===== config.mk =====
export PLATFORM = sky130hd
export DESIGN_NAME = rr_mux_arbiter_4
export DESIGN_NICKNAME = d
export VERILOG_FILES = /design/src/rtl/rr_mux_arbiter_4.sv
export SDC_FILE = /design/constraint.sdc
export NUM_CORES = 1
export LEC_CHECK = 0
export CELL_PAD_IN_SITES_DETAIL_PLACEMENT = 1
export CELL_PAD_IN_SITES_GLOBAL_PLACEMENT = 2
export CORE_MARGIN = 2
export CORE_UTILIZATION = 25
export DETAILED_ROUTE_END_ITERATION = 16
export PLACE_DENSITY_LB_ADDON = 0.1
export SLEW_MARGIN = 20
export SYNTH_ARGS = -nofsm -noshare
export SYNTH_HDL_FRONTEND = slang
export SYNTH_SLANG_ARGS = --single-unit

===== constraint.sdc =====
create_clock -name clk -period 2.8 [get_ports clk]
set_clock_uncertainty 0.1 [all_clocks]
set_input_delay 0.56 -clock clk [delete_from_list [all_inputs] [get_ports clk]]
set_output_delay 0.56 -clock clk [all_outputs]
set_load 0.02 [all_outputs]

===== src/rtl/rr_mux_arbiter_4.sv =====
// Round-robin arbiter for four requesters sharing a single 4:1 data mux.
// A winner keeps the output for up to MAX_BURST accepted beats, then priority
// rotates to the requester after it. One idle cycle separates every grant.
module rr_mux_arbiter_4 #(
   parameter int unsigned WIDTH     = 8,
   parameter int unsigned MAX_BURST = 4
) (
   input  logic                 clk,
   input  logic                 rst_n,
   input  logic [3:0]           req,
   input  logic [4*WIDTH-1:0]   data_in,
   input  logic                 out_ready,
   output logic [3:0]           gnt,
   output logic [1:0]           selection,
   output logic                 out_valid,
   output logic [WIDTH-1:0]     out_data,
   output logic                 busy
);

   localparam int unsigned NREQ  = 4;
   localparam int unsigned SEL_W = 2;
   localparam int unsigned CNT_W = 8;
   localparam logic [CNT_W-1:0] LAST_BEAT = CNT_W'(MAX_BURST - 1);

   typedef enum logic {
      S_IDLE  = 1'b0,
      S_GRANT = 1'b1
   } state_e;

   state_e             state_q, state_d;
   logic [SEL_W-1:0]   ptr_q, ptr_d;
   logic [SEL_W-1:0]   sel_q, sel_d;
   logic [NREQ-1:0]    gnt_q, gnt_d;
   logic [CNT_W-1:0]   beat_q, beat_d;

   logic               win_found;
   logic [SEL_W-1:0]   win_idx;
   logic [SEL_W-1:0]   scan_idx;
   logic               xfer;
   logic               last_xfer;
   logic               req_sel;

   // Priority scan starting at ptr, wrapping modulo four
   always_comb begin
      win_found = 1'b0;
      win_idx   = ptr_q;
      scan_idx  = ptr_q;
      for (int unsigned k = 0; k < NREQ; k++) begin
         scan_idx = ptr_q + SEL_W'(k);
         if (!win_found && req[scan_idx]) begin
            win_found = 1'b1;
            win_idx   = scan_idx;
         end
      end
   end

   // State and grant bookkeeping registers
   always_ff @(posedge clk or negedge rst_n) begin
      if (!rst_n) begin
         state_q <= S_IDLE;
         ptr_q   <= '0;
         sel_q   <= '0;
         gnt_q   <= '0;
         beat_q  <= '0;
      end else begin
         state_q <= state_d;
         ptr_q   <= ptr_d;
         sel_q   <= sel_d;
         gnt_q   <= gnt_d;
         beat_q  <= beat_d;
      end
   end

   // Next-state: grant on any request in IDLE, release on burst end or request drop
   always_comb begin
      state_d   = state_q;
      ptr_d     = ptr_q;
      sel_d     = sel_q;
      gnt_d     = gnt_q;
      beat_d    = beat_q;
      req_sel   = req[sel_q];
      xfer      = (state_q == S_GRANT) && req_sel && out_ready;
      last_xfer = xfer && (beat_q == LAST_BEAT);
      unique case (state_q)
         S_IDLE: begin
            if (win_found) begin
               state_d = S_GRANT;
               sel_d   = win_idx;
               gnt_d   = NREQ'(4'b0001 << win_idx);
               beat_d  = '0;
            end
         end
         S_GRANT: begin
            if (last_xfer || !req_sel) begin
               state_d = S_IDLE;
               gnt_d   = '0;
               ptr_d   = sel_q + SEL_W'(1);
               beat_d  = '0;
            end else if (xfer) begin
               beat_d  = beat_q + CNT_W'(1);
            end
         end
         default: begin
            state_d = S_IDLE;
         end
      endcase
   end

   // Stream outputs: valid while the current winner still requests, data follows the mux
   always_comb begin
      busy      = (state_q == S_GRANT);
      out_valid = (state_q == S_GRANT) && req[sel_q];
      out_data  = data_in[32'(sel_q) * WIDTH +: WIDTH];
   end

   assign gnt       = gnt_q;
   assign selection = sel_q;

endmodule


==> results.yml, run 1 <==
power:
  p_per_area_nw_per_um2: 839
  cellLeakagePower_nw: 0.765
  vdd_drop_max_uv: 291
  totalPowerFinal_mw: 1.62
synthesis:
  synthDominantCellAreaShare_pct: 35.4
  synth.avg_cell_area_um2: 10.1
  synth.distinct_cells: 40
  synth-async-reset-ratio_pct: 100
  syn_nets: 159
  synth_ff_type: "sky130_fd_sc_hd__dfrtp_1"
  netlist_top_cells_count: "sky130_fd_sc_hd__dfrtp_1, sky130_fd_sc_hd__inv_1, sky130_fd_sc_hd__mux4_2, sky130_fd_sc_hd__o21ai_0, sky130_fd_sc_hd__a21oi_1"
  synth-warning-count: 0
  synth-seq-cells: 17
  seq_area_frac_synth_pct: 35.4
  cells_after_synth: 119
  post_synth_main_area_contributors: "sky130_fd_sc_hd__dfrtp_1, sky130_fd_sc_hd__mux4_2, sky130_fd_sc_hd__o21ai_0, sky130_fd_sc_hd__a21oi_1, sky130_fd_sc_hd__inv_1"
  synth-edff-count: 0
  netlist_area_um2: 1200
  netlist.top_cell.by_area: "sky130_fd_sc_hd__dfrtp_1"
  synth_most_common_cell: "sky130_fd_sc_hd__dfrtp_1"
sta:
  setup_viol: 0
  rsz0062_at_grt: "no"
  totalNegativeSetupSlack_ns: 0
  slew_headroom_pct: 43.9
  post-route-min-period_ns: 2.66
  fin_crit_sh_pct: 94.9
  tightest_slew_ns: 0.839
  timing_hold_violations_final: 0
  fmax_ghz: 0.376
  slew_viol_final: 0
min_path:
  min_from: "gnt[0]"
  holdPathEnd: "gnt[0]"
  worst_hold_path_type: "reg -> reg"
  timing.hold.worst_path_depth: 2
critical_path:
  critical_path_class: "in -> out"
  critPathMaxFanout: 1
  timing.reg2reg.setup_slack_ns: 0.90
  worst_path_max_delay_cell: "sky130_fd_sc_hd__clkdlybuf4s50_1"
  worst_setup_path_end_kind: "output port"
  critPathMostFrequentCell: "sky130_fd_sc_hd__clkdlybuf4s50_1"
  reg2reg_depth: 6
  maximum_cell_stage_delay_along_the_critical_path_ns: 0.56
  crit_path_start_kind: "input pin"
  timing.critical_path.required_ns: 2.14
  worst_ep_arrival_time_ns: 2.00
  r2r_start: "selection[1]"
  worstReg2RegEnd: "beat_q[3]"
  timing.critical_path.cells: "clkdlybuf4s50_1, mux4_2, clkdlybuf4s50_1"
flow_run:
  max_cap_viol_count: 0
routing:
  drt-initial-drc-count: 36
  viasPerCell: 5.15
  routedWlPerCell_um: 16.3
  wl_final_um: 3890
  drt-pass1-iter-count: 4
  detailroute.via_count: 1230
  antenna_left: 0
  drc_errors: 0
floorplan:
  die-width_um: 73.3
  std_cell_core_area_um2: 4690
  floorplan.io_pins: 55
  fp-row-count: 25
  initial_core_util_pct: 25.6
  vertical_extent_of_the_die_um: 73.3
  design.die.area_um2: 5380
global_routing:
  antenna_violations_before_repair: 0
  grt_first_pass_wirelength_um: 6280
  globalRouteTotalUtil_pct: 14.9
  grt.overflow.total: 0
  grt_pass1_vias: 1318
  largest_net_degree_at_the_start_of_global_routing: 18
cells_and_area:
  seq_area_um2: 427
  final_util_pct: 41.1
  final-instance-count-excl-fill: 239
  final_nets: 226
  drive_gt1_share_pct: 16.2
  area_growth_pct: 60.5
  multi_input_comb_area_um2: 722
  final.fill_count: 533
  antenna_cells_inserted: 0
clock_tree:
  cts_num_sinks: 17
  cts.htree.levels: 1
  clkSlewWorstSetupHoldPaths_ns: 0.07
  cts_root_buf: "sky130_fd_sc_hd__clkbuf_8"
  cts.path.max_buffers: 2
  tritoncts_clock_tree: "yes"
  clk_latency_ns: 0.25
  post_cts_hold_buffer_count: 0
  cts_made_buffers: 3
place:
  numPortBuffers: 54
  gp_congestion: 0.766
  numPlacedInstances: 235
  hpwlAfterDp_um: 3240
run_status:
  outcome: "finished clean"
## worst max-delay path, delay by kind of cell
kind / cells / cell delay [ns]
muxes: 1 / 0.47
buffers and inverters: 2 / 0.96
## cell usage in the layout (no fill, tap or decap), types with 2 or more instances in the layout
cell / count
sky130_fd_sc_hd__o22ai_1: 5
sky130_fd_sc_hd__o22a_1: 2
sky130_fd_sc_hd__nand2_1: 6
sky130_fd_sc_hd__dfrtp_1: 16
sky130_fd_sc_hd__mux4_2: 8
sky130_fd_sc_hd__clkbuf_8: 3
sky130_fd_sc_hd__inv_1: 9
sky130_fd_sc_hd__nor2b_1: 4
sky130_fd_sc_hd__or4_1: 3
sky130_fd_sc_hd__and2_1: 2
sky130_fd_sc_hd__o21ai_0: 8
sky130_fd_sc_hd__nand3_1: 6
sky130_fd_sc_hd__o31ai_1: 3
sky130_fd_sc_hd__nand4_1: 3
sky130_fd_sc_hd__clkdlybuf4s50_1: 53
sky130_fd_sc_hd__nor2_1: 5
sky130_fd_sc_hd__nand2b_1: 2
sky130_fd_sc_hd__a21oi_1: 7
sky130_fd_sc_hd__buf_4: 12
sky130_fd_sc_hd__o2bb2ai_1: 2
sky130_fd_sc_hd__mux2i_1: 3
sky130_fd_sc_hd__mux2_2: 2
sky130_fd_sc_hd__and3_1: 2
## per-stage QoR
stage / setup slack [ns] / area [um2] / hold WS, ns
2_1_floorplan: 0.576 / 1200 / 0.164
3_3_place_gp: 0.0384 / 1880 / 0.413
3_5_place_dp: 0.0317 / 1880 / 0.423
4_1_cts: 0.0314 / 1930 / 0.434
5_1_grt: 0.0816 / 1930 / 0.470
6_report: 0.143 / 1930 / 0.428
## worst max path at each step
stage	from	slack, ns	to
detailed placement	req[1]	0.03	out_valid
global placement	req[3]	0.04	out_valid
finish	data_in[30]	0.14	out_data[6]
CTS	req[1]	0.03	out_valid
global route	selection[0]	0.08	out_data[2]
floorplan	selection[0]	0.58	out_data[0]
## report_power, final
group | switching [mW] | internal [mW]
clock | 0.0869 | 0.101
combinational | 0.463 | 0.535
sequential | 0.116 | 0.317
## layout make-up
cell class                      instances  share of cell area, %
Clock buffer                            4                   2.34
Inverter                                9                   1.75
Multi-Input combinational cell         89                   37.4
Sequential cell                        17                   22.1
Tap cell                               54                   3.50
Timing Repair Buffer                   66                   32.8
## logic make-up (layout without fill, tap and decap cells)
logic type               after synthesis  in the layout  share of synthesized area (%)
AND/OR/NAND/NOR                       38             38                           18.4
AO/OA/AOI/OAI                         36             36                           20.5
flip-flops                            17             17                           35.4
multiplexers                          13             13                           19.4
buffers and inverters                 13             79                           4.48
adder cells (fa/ha/maj)                1              1                           1.04
XOR/XNOR                               1              1                          0.729
## what timing repair did
| item | in CTS | in global routing |
|---|---|---|
| gates resized for setup | 1 | 1 |
| setup endpoints to repair | 9 | 1 |
| setup buffers | 0 | 0 |
## state kept, by name, indices dropped and copies added (netlist names)
register   count
selection      2
beat_q         8
gnt            4
busy           1
ptr_q          2
## routing by layer
metal | share of wire, % | global-route usage [%]
met5 | 0 | 0
met4 | 0.46 | 1.82
met3 | 2.3 | 2.88
met2 | 52 | 25.3
met1 | 45 | 20.3
No activity file was read; power rests on OpenSTA's default activity.
==> run 2, diff against run 1 <==
--- a/config.mk
+++ b/config.mk
@@ -11,6 +11,7 @@
 export CORE_UTILIZATION = 25
 export DETAILED_ROUTE_END_ITERATION = 16
 export PLACE_DENSITY_LB_ADDON = 0.1
+export SKIP_CTS_REPAIR_TIMING = 1
 export SLEW_MARGIN = 20
 export SYNTH_ARGS = -nofsm -noshare
 export SYNTH_HDL_FRONTEND = slang
==> results of run 2 <==
The final DEF is identical to that of run 1; final timing and power are the same.
